$ cat src/rtl/cricket_pkg.sv
// Shared types and constants for the cricket scoreboard controller
// and the keepscore scoring datapath.
package cricket_pkg;

    localparam int SCORE_W = 7;
    localparam int OVER_W  = 3;
    localparam int WKT_W   = 4;
    localparam int CODE_W  = 3;
    localparam int TGT_W   = SCORE_W + 1;

    localparam logic [CODE_W-1:0] CODE_DOT    = 3'b000;
    localparam logic [CODE_W-1:0] CODE_WIDE   = 3'b101;
    localparam logic [CODE_W-1:0] CODE_SIX    = 3'b110;
    localparam logic [CODE_W-1:0] CODE_WICKET = 3'b111;

    localparam logic [1:0] RES_NONE = 2'b00;
    localparam logic [1:0] RES_A    = 2'b01;
    localparam logic [1:0] RES_B    = 2'b10;
    localparam logic [1:0] RES_TIE  = 2'b11;

    typedef enum logic [2:0] {
        ST_IDLE,
        ST_CLEAR,
        ST_PLAY,
        ST_ISSUE,
        ST_CHECK,
        ST_BREAK,
        ST_DONE
    } ctrl_state_t;

    // One wider than the score so a maximal first innings cannot wrap.
    function automatic logic [TGT_W-1:0] next_target(
        input logic [SCORE_W-1:0] s
    );
        return {1'b0, s} + TGT_W'(1);
    endfunction

endpackage

$ cat src/rtl/innings_judge.sv
// Combinational end-of-innings and result decision from scorer status.
// Keeps the controller FSM free of scoring rules.
module innings_judge
    import cricket_pkg::*;
#(
    parameter int MAX_OVERS = 5,
    parameter int MAX_WKT   = 10
) (
    input  logic [SCORE_W-1:0] sc_score,
    input  logic [OVER_W-1:0]  sc_over,
    input  logic [WKT_W-1:0]   sc_wicket,
    input  logic [TGT_W-1:0]   target,
    input  logic [SCORE_W-1:0] first_total,
    input  logic [1:0]         innings,
    output logic               end_innings,
    output logic               chase_won,
    output logic [1:0]         res_code
);

    localparam logic [OVER_W-1:0] OVER_LIM = OVER_W'(MAX_OVERS);
    localparam logic [WKT_W-1:0]  WKT_LIM  = WKT_W'(MAX_WKT);

    logic second;

    assign second      = (innings == 2'd2);
    assign chase_won   = second && ({1'b0, sc_score} >= target);
    assign end_innings = (sc_wicket >= WKT_LIM) || (sc_over == OVER_LIM);

    always_comb begin
        res_code = RES_NONE;
        if (chase_won) begin
            res_code = RES_B;
        end else if (sc_score == first_total) begin
            res_code = RES_TIE;
        end else begin
            res_code = RES_A;
        end
    end

endmodule

$ cat src/rtl/innings_controller.sv
// Match sequencer: forwards umpire deliveries to the scorer, detects
// innings end, clears between innings and declares the result.
module innings_controller
    import cricket_pkg::*;
#(
    parameter int MAX_OVERS = 5,
    parameter int MAX_WKT   = 10
) (
    input  logic               clk,
    input  logic               reset,
    input  logic               start,
    input  logic               in_valid,
    input  logic [CODE_W-1:0]  in_code,
    output logic               in_ready,
    output logic [CODE_W-1:0]  sc_runs,
    output logic               sc_valid,
    output logic               sc_clear,
    input  logic [SCORE_W-1:0] sc_score,
    input  logic [OVER_W-1:0]  sc_over,
    input  logic [WKT_W-1:0]   sc_wicket,
    output logic [1:0]         innings,
    output logic [SCORE_W-1:0] first_total,
    output logic [TGT_W-1:0]   target,
    output logic               innings_end,
    output logic [1:0]         result,
    output logic               match_done
);

    ctrl_state_t state;
    logic        end_innings;
    logic        chase_won;
    logic [1:0]  judged;

    innings_judge #(
        .MAX_OVERS (MAX_OVERS),
        .MAX_WKT   (MAX_WKT)
    ) u_judge (
        .sc_score    (sc_score),
        .sc_over     (sc_over),
        .sc_wicket   (sc_wicket),
        .target      (target),
        .first_total (first_total),
        .innings     (innings),
        .end_innings (end_innings),
        .chase_won   (chase_won),
        .res_code    (judged)
    );

    always_ff @(posedge clk) begin
        if (reset) begin
            state       <= ST_IDLE;
            in_ready    <= 1'b0;
            sc_runs     <= CODE_DOT;
            sc_valid    <= 1'b0;
            sc_clear    <= 1'b0;
            innings     <= 2'd0;
            first_total <= '0;
            target      <= '0;
            innings_end <= 1'b0;
            result      <= RES_NONE;
            match_done  <= 1'b0;
        end else begin
            sc_valid    <= 1'b0;
            sc_clear    <= 1'b0;
            innings_end <= 1'b0;
            unique case (state)
                ST_IDLE, ST_DONE: begin
                    if (start) begin
                        state       <= ST_CLEAR;
                        innings     <= 2'd1;
                        result      <= RES_NONE;
                        first_total <= '0;
                        target      <= '0;
                        match_done  <= 1'b0;
                        sc_clear    <= 1'b1;
                    end
                end
                ST_CLEAR: begin
                    state    <= ST_PLAY;
                    in_ready <= 1'b1;
                end
                ST_PLAY: begin
                    if (in_valid) begin
                        sc_runs  <= in_code;
                        sc_valid <= 1'b1;
                        in_ready <= 1'b0;
                        state    <= ST_ISSUE;
                    end
                end
                ST_ISSUE: begin
                    state <= ST_CHECK;
                end
                ST_CHECK: begin
                    if (chase_won) begin
                        result      <= RES_B;
                        match_done  <= 1'b1;
                        innings_end <= 1'b1;
                        state       <= ST_DONE;
                    end else if (end_innings) begin
                        innings_end <= 1'b1;
                        if (innings == 2'd1) begin
                            first_total <= sc_score;
                            target      <= next_target(sc_score);
                            state       <= ST_BREAK;
                        end else begin
                            result     <= judged;
                            match_done <= 1'b1;
                            state      <= ST_DONE;
                        end
                    end else begin
                        in_ready <= 1'b1;
                        state    <= ST_PLAY;
                    end
                end
                ST_BREAK: begin
                    if (start) begin
                        innings  <= 2'd2;
                        sc_clear <= 1'b1;
                        state    <= ST_CLEAR;
                    end
                end
                default: begin
                    state <= ST_IDLE;
                end
            endcase
        end
    end

endmodule

$ cat config.mk
export PLATFORM = sky130hd
export DESIGN_NAME = innings_controller
export DESIGN_NICKNAME = d
export VERILOG_FILES = /design/src/rtl/cricket_pkg.sv /design/src/rtl/innings_judge.sv /design/src/rtl/innings_controller.sv
export SDC_FILE = /design/constraint.sdc
export NUM_CORES = 1
export LEC_CHECK = 0
export ABC_AREA = 1
export BUFFER_PORTS_ARGS = -buffer_cell sky130_fd_sc_hd__buf_4
export CAP_MARGIN = 30
export CORE_MARGIN = 4
export CORE_UTILIZATION = 50
export CTS_BUF_LIST = sky130_fd_sc_hd__clkbuf_8
export DETAILED_ROUTE_END_ITERATION = 8
export PLACE_DENSITY = 0.74
export SLEW_MARGIN = 20
export SYNTH_ARGS = -nofsm -noshare
export SYNTH_HDL_FRONTEND = slang
export SYNTH_SLANG_ARGS = --single-unit
$ cat constraint.sdc
create_clock -name clk -period 2 [get_ports clk]
set_input_delay 0.5 -clock clk [delete_from_list [all_inputs] [get_ports clk]]
set_output_delay 0.5 -clock clk [all_outputs]
set_load 0.01 [all_outputs]
### Word level (Yosys, flattened, before mapping)

Cells that the tools add are included.

| word-level totals | value |
|---|---|
| register bits after elaboration | 30 |
| bits of input ports | 21 |
| logic and storage cells | 92 |

| operators by class | value |
|---|---|
| add/sub/neg operators | 1 |
| magnitude comparators | 2 |
| equality and inequality tests | 20 |
| multiplexer cells | 38 |
| bitwise gates (word level) | 3 |
| reduce and logical (&&, ||, !) cells | 17 |

Operators with widths:

| operator | count |
|---|---|
| 8-bit 2-to-1 mux | 4 |
| 7-bit 2-to-1 mux | 4 |
| 2-bit 2-to-1 mux | 8 |
| 8-bit one-hot mux with 2 select lines | 1 |
| 3-bit one-hot mux with 5 select lines | 1 |
| 2-bit inequality test, second input constant | 7 |
| 7-bit one-hot mux with 2 select lines | 1 |
| 3-bit == test, second input constant | 4 |
| 3-bit 2-to-1 mux | 4 |
| 1-bit 2-to-1 mux | 11 |
| 7-bit by 1-bit adder with 8-bit output, second input constant | 1 |
| 7-bit by 8-bit >= comparator with 1-bit output | 1 |
| 2-bit one-hot mux with 2 select lines | 2 |
| 4-bit AND reduction | 2 |
| 2-bit OR reduction | 4 |
| 7-bit == test | 1 |
| 3-bit by 2-bit == test with 1-bit output, second input constant | 2 |
| 3-bit inequality test, second input constant | 2 |
| 5-bit AND reduction | 1 |
| 4-bit >= comparator, second input constant | 1 |
| 2-bit AND reduction | 2 |
| 2-bit nonzero test | 2 |
| 3-bit by 1-bit == test with 1-bit output, second input constant | 1 |
| 3-bit zero test | 1 |
| other kinds (11) | 13 |

### Depth between registers and ports, before layout

| logic depth | value |
|---|---|
| depth after elaboration | 6 |
| depth in mapped cells | 15 |
| gate-level depth less buffers | 15 |

### Hierarchy

Synthesis repeated with hierarchy kept, for this count alone.

| unflattened totals | value |
|---|---|
| cell total of the unflattened synthesis | 297 |
| area total of the unflattened synthesis | 1904.3 sq um |

By module, submodules not included:

| module | times used | cells an instance | area each (sq um) | seq. area each (sq um) |
|---|---|---|---|---|
| innings_controller | 1 | 232 | 1557.7 | 600.6 |
| innings_judge | 1 | 65 | 346.6 | 0.0 |

### Worst setup path before layout

OpenSTA, ideal clock, no wires.

| path | value |
|---|---|
| path kind | in2reg |
| start point | input sc_score[3] |
| end point | register result[0] |
| arrival | 1.484 ns |
| path slack | 0.403 ns |
| stages on the path | 13 |
| path buffers | 0 |
| path through | ha_1 nand2_1 inv_1 nand2_1 nand2_1 nand2_1 nand3_1 nand3_1 nand2_1 nand2_1 nand2_1 nor2_1 nor2_1 |

| on the way | value |
|---|---|
| cells in the longest elaborated chain, start to end | 4 |

Ends and longest elaborated chain:

| what | line | source |
|---|---|---|
| start, declared | innings_controller.sv:18 | `input logic [SCORE_W-1:0] sc_score,` |
| 7-bit by 8-bit >= comparator with 1-bit output * | innings_judge.sv:26 | `assign chase_won = second && ({1'b0, sc_score} >= target);` |
| 1-bit logical AND * | innings_judge.sv:26 |  |
| 3-bit inequality test (no source line) / 2-bit 2-to-1 mux (equally long branches) | -- |  |
| 4-bit AND reduction (no source line) / 2-bit one-hot mux with 2 select lines (equally long branches) | -- |  |
| end signal, assigned | innings_controller.sv:106 | `result <= judged;` |
| end, declared | innings_controller.sv:25 | `output logic [1:0] result,` |

Every way passes the cells marked *; elsewhere a longest branch is shown, timed or not.
A chain may end at the register's enable or synchronous reset.

### Worst setup path in the final report

| path | value |
|---|---|
| start point | register target[3] |
| end point | register result[0] |

| on the way | value |
|---|---|
| cells in the longest elaborated chain, start to end | 4 |

Ends and longest elaborated chain:

| what | line | source |
|---|---|---|
| start, declared | innings_controller.sv:23 | `output logic [TGT_W-1:0] target,` |
| start signal, assigned | innings_controller.sv:103 | `target <= next_target(sc_score);` |
| 7-bit by 8-bit >= comparator with 1-bit output * | innings_judge.sv:26 |  |
| 1-bit logical AND * | innings_judge.sv:26 |  |
| 3-bit inequality test (no source line) / 2-bit 2-to-1 mux (equally long branches) | -- |  |
| 4-bit AND reduction (no source line) / 2-bit one-hot mux with 2 select lines (equally long branches) | -- |  |

Marks and branches as above.

==> impl_metrics.json <==
{
  "period_minus_slack_ns": 1.68,
  "p_sw_frac": 0.324,
  "start_kind": "flip-flop",
  "finalNetCount": 317,
  "max_cap_violations": 0,
  "numCtsBuffers": 5,
  "ios": 48,
  "status": "completed",
  "cp_cell_sequence": "inv_1, ha_1, nand2_1, inv_1, nand2_1, nand2_1, nand2_1, nand3_1, nand3_1, nand2_1, nand2_1, nand2_1, nor2_1, nor2_1",
  "muxShareOfSynthArea": 0,
  "syn_nets": 266,
  "cp.arrival_ns": 1.86,
  "critPathSlowestCell": "dfxtp_1",
  "r2r_end": "result[0]$_SDFFE_PP0P_",
  "h-tree-depth": 2,
  "min-delay-path-class": "input pin to flip-flop",
  "antenna_cells": 0,
  "reg2reg_depth": 14,
  "p_leak_nw": 1.04,
  "routedWlPerCell_um": 11.1,
  "cpMostUsedCell": "nand2_1",
  "cp.depth": 14,
  "tritoncts": "done",
  "clk-insertion-delay-late_ns": 0.28,
  "p_clk_frac": 0.318,
  "syn2layout_area_growth_pct": 30.1,
  "power.internal_mw": 1.22,
  "worstReg2RegStart": "target[3]$_SDFFE_PP0P_",
  "p_switching_mw": 0.584,
  "relSlewSlack": 0.757,
  "synth_adder_area_share": 0.0600,
  "comb_power_share": 0.290,
  "drtIter0Drc": 69,
  "grt_usage": 0.185,
  "crit_start": "target[3]$_SDFFE_PP0P_",
  "hpwl_mm": 2.83,
  "grt_pass1_vias": 1382,
  "clockBufferDepth": 2,
  "clk_pin_slew_ns": 0.07,
  "route.detailed.drc": 0,
  "worst_path_dominant_cell_family": "simple AND/OR/NAND/NOR gates",
  "synth_compound_area_frac": 0.139,
  "num_rows": 20,
  "slew_violations": 0,
  "vias": 1593,
  "synth_top_family_by_area": "simple AND/OR/NAND/NOR gates",
  "rsz0062_at_grt": "false",
  "drt_wl_total_mm": 3.69,
  "synthCells": 237,
  "ant_nets": 0,
  "holdBufCountCts": 0,
  "die_h_um": 65.8,
  "ctsResizeCount": 0,
  "skew_ns": 0.0129,
  "crit_required_ns": 2.18,
  "dieArea_um2": 4330,
  "fp.dieW_um": 65.8,
  "crit_end": "result[0]$_SDFFE_PP0P_",
  "yosysWarnings": 0,
  "syn_area_um2": 1670,
  "hold_viol_final": 0,
  "grt_max_degree": 24,
  "worst_slew_pin_slew_ns": 0.363,
  "yosysUniqueCellTypes": 31,
  "post-route-period-util": 0.840,
  "cp.buffers_inverters": 2,
  "ys_ff_latch": 30,
  "regToRegSetupSlack_ns": 0.32,
  "cpPeakStageDelay_ns": 0.33,
  "grt_pass1_wl_mm": 6.13,
  "critPathMaxFanout": 3,
  "cts_root_buf": "clkbuf_8",
  "final_cell_mix": "nand2_1 (54), buf_4 (49), inv_1 (31)",
  "core_um2": 3130,
  "io_buffer_count": 46,
  "cp-end-kind": "flip-flop",
  "seq_power_share": 0.392,
  "drt-pass1-iter-count": 4,
  "final_common_cell": "nand2_1",
  "antenna_found_initial": 0,
  "finalSetupTns_ns": 0,
  "worstSetupPathType": "flip-flop to flip-flop",
  "synthXorXnorAreaFrac": 0.0367,
  "start_util": 0.534,
  "max_freq_mhz": 595,
  "power_mw": 1.80,
  "globalplace.congestion": 0.801,
  "cts_sinks": 30,
  "max-vdd-ir-drop_mv": 0.428,
  "drive_above_1_share": 0.249,
  "ys_seq_area_frac": 0.360,
  "globalRouteOverflowTotal": 0,
  "power_density_nw_per_um2": 831,
  "finalSetupViolations": 0,
  "vias_per_cell": 4.78,
  "avgSynthCellArea_um2": 7.04,
  "postCtsSetupBuffers": 0,
  "synth-simple-area-share": 0.302
}
## worst min-delay path by stage
stage | from | end | slack (ns) | cells past startpoint
finish | in_code[0] | sc_runs[0]$_SDFFE_PP0P_ | 0.44 | 3
floorplan | in_ready$_SDFFE_PP0P_ | in_ready$_SDFFE_PP0P_ | 0.47 | 2
global placement | in_ready$_SDFFE_PP0P_ | in_ready$_SDFFE_PP0P_ | 0.44 | 2
detailed placement | in_ready$_SDFFE_PP0P_ | in_ready$_SDFFE_PP0P_ | 0.45 | 2
global route | in_code[1] | sc_runs[1]$_SDFFE_PP0P_ | 0.44 | 3
CTS | in_code[0] | sc_runs[0]$_SDFFE_PP0P_ | 0.44 | 3
## cells in the mapped netlist
cell type / instances / area (um2)
nand2_1: 54 / 203
inv_1: 31 / 116
dfxtp_1: 30 / 601
nor2_1: 29 / 109
a21oi_1: 24 / 120
nand3_1: 14 / 70.1
ha_1: 8 / 100
o21ai_0: 8 / 40.0
xor2_1: 7 / 61.3
inv_2: 3 / 11.3
o21ai_1: 3 / 15.0
a211oi_2: 2 / 25.0
clkbuf_1: 2 / 7.51
inv_4: 2 / 12.5
nand3b_1: 2 / 15.0
nor2_4: 2 / 22.5
o211ai_1: 2 / 15.0
a211oi_1: 1 / 7.51
a21oi_2: 1 / 8.76
and2_1: 1 / 6.26
buf_2: 1 / 5.00
buf_4: 1 / 7.51
buf_6: 1 / 11.3
nand2_2: 1 / 6.26
nand2_4: 1 / 11.3
nand3_4: 1 / 17.5
nand4_1: 1 / 6.26
nor2_2: 1 / 6.26
nor2_8: 1 / 20.0
nor3_1: 1 / 5.00
or2_1: 1 / 6.26
## metal layers
metal,up-vias,routed length (um),global-route usage
li1,859,-,-
met1,683,1860,0.256
met4,0,43,0.0622
met5,-,0,0
met3,5,253,0.0612
met2,46,1530,0.267
## worst reg2reg max path: stages, from the launching register on
cell	delay, ns
dfxtp_1	0.33
inv_1	0.07
ha_1	0.30
nand2_1	0.08
inv_1	0.04
nand2_1	0.05
nand2_1	0.05
nand2_1	0.05
nand3_1	0.10
nand3_1	0.09
nand2_1	0.09
nand2_1	0.13
nand2_1	0.07
nor2_1	0.08
nor2_1	0.05
## power groups by stage
| stage | registers, mW | logic [mW] | clock network [mW] |
|---|---|---|---|
| 3_5_place_dp | 0.720 | 0.524 | 0 |
| 5_1_grt | 0.717 | 0.594 | 0.611 |
| 4_1_cts | 0.708 | 0.526 | 0.586 |
| 2_1_floorplan | 0.726 | 0.346 | 0 |
| 3_3_place_gp | 0.719 | 0.514 | 0 |
| 6_report | 0.707 | 0.523 | 0.575 |
## registers in the layout, summed over array words and instances (netlist names)
signal and flops:
innings_end 1, in_ready 1, match_done 1, result 2, sc_valid 1, innings 2
sc_clear 1, state 3, first_total 7, target 8, sc_runs 3
## through the flow
stage / hold slack [ns] / cells / area, um2 / utilization / worst slack, ns
floorplan: 0.470 / 237 / 1670 / - / 0.403
global placement: 0.442 / 325 / 2060 / 0.659 / 0.102
detailed placement: 0.449 / 325 / 2060 / 0.659 / 0.0958
CTS: 0.436 / 333 / 2170 / 0.694 / 0.322
global route: 0.440 / 333 / 2170 / 0.694 / 0.120
finish: 0.439 / 333 / 2170 / 0.694 / 0.319
## layout make-up
| cell class | count | area, um2 |
|---|---|---|
| tap | 44 | 55.1 |
| sequential | 30 | 601 |
| inverter | 36 | 140 |
| timing repair buffer | 49 | 368 |
| fill | 285 | 957 |
| clock buffer | 8 | 110 |
| multi-input combinational | 166 | 897 |
## cell families after synthesis
| group | Yosys count |
|---|---|
| and+or+nand+nor | 110 |
| DFF | 30 |
| AOI/OAI and AO/OA | 41 |
| adders and majority gates | 8 |
| buffers and inverters | 41 |
| xor gates and xnor gates | 7 |
No activity file was read; power rests on OpenSTA's default activity.
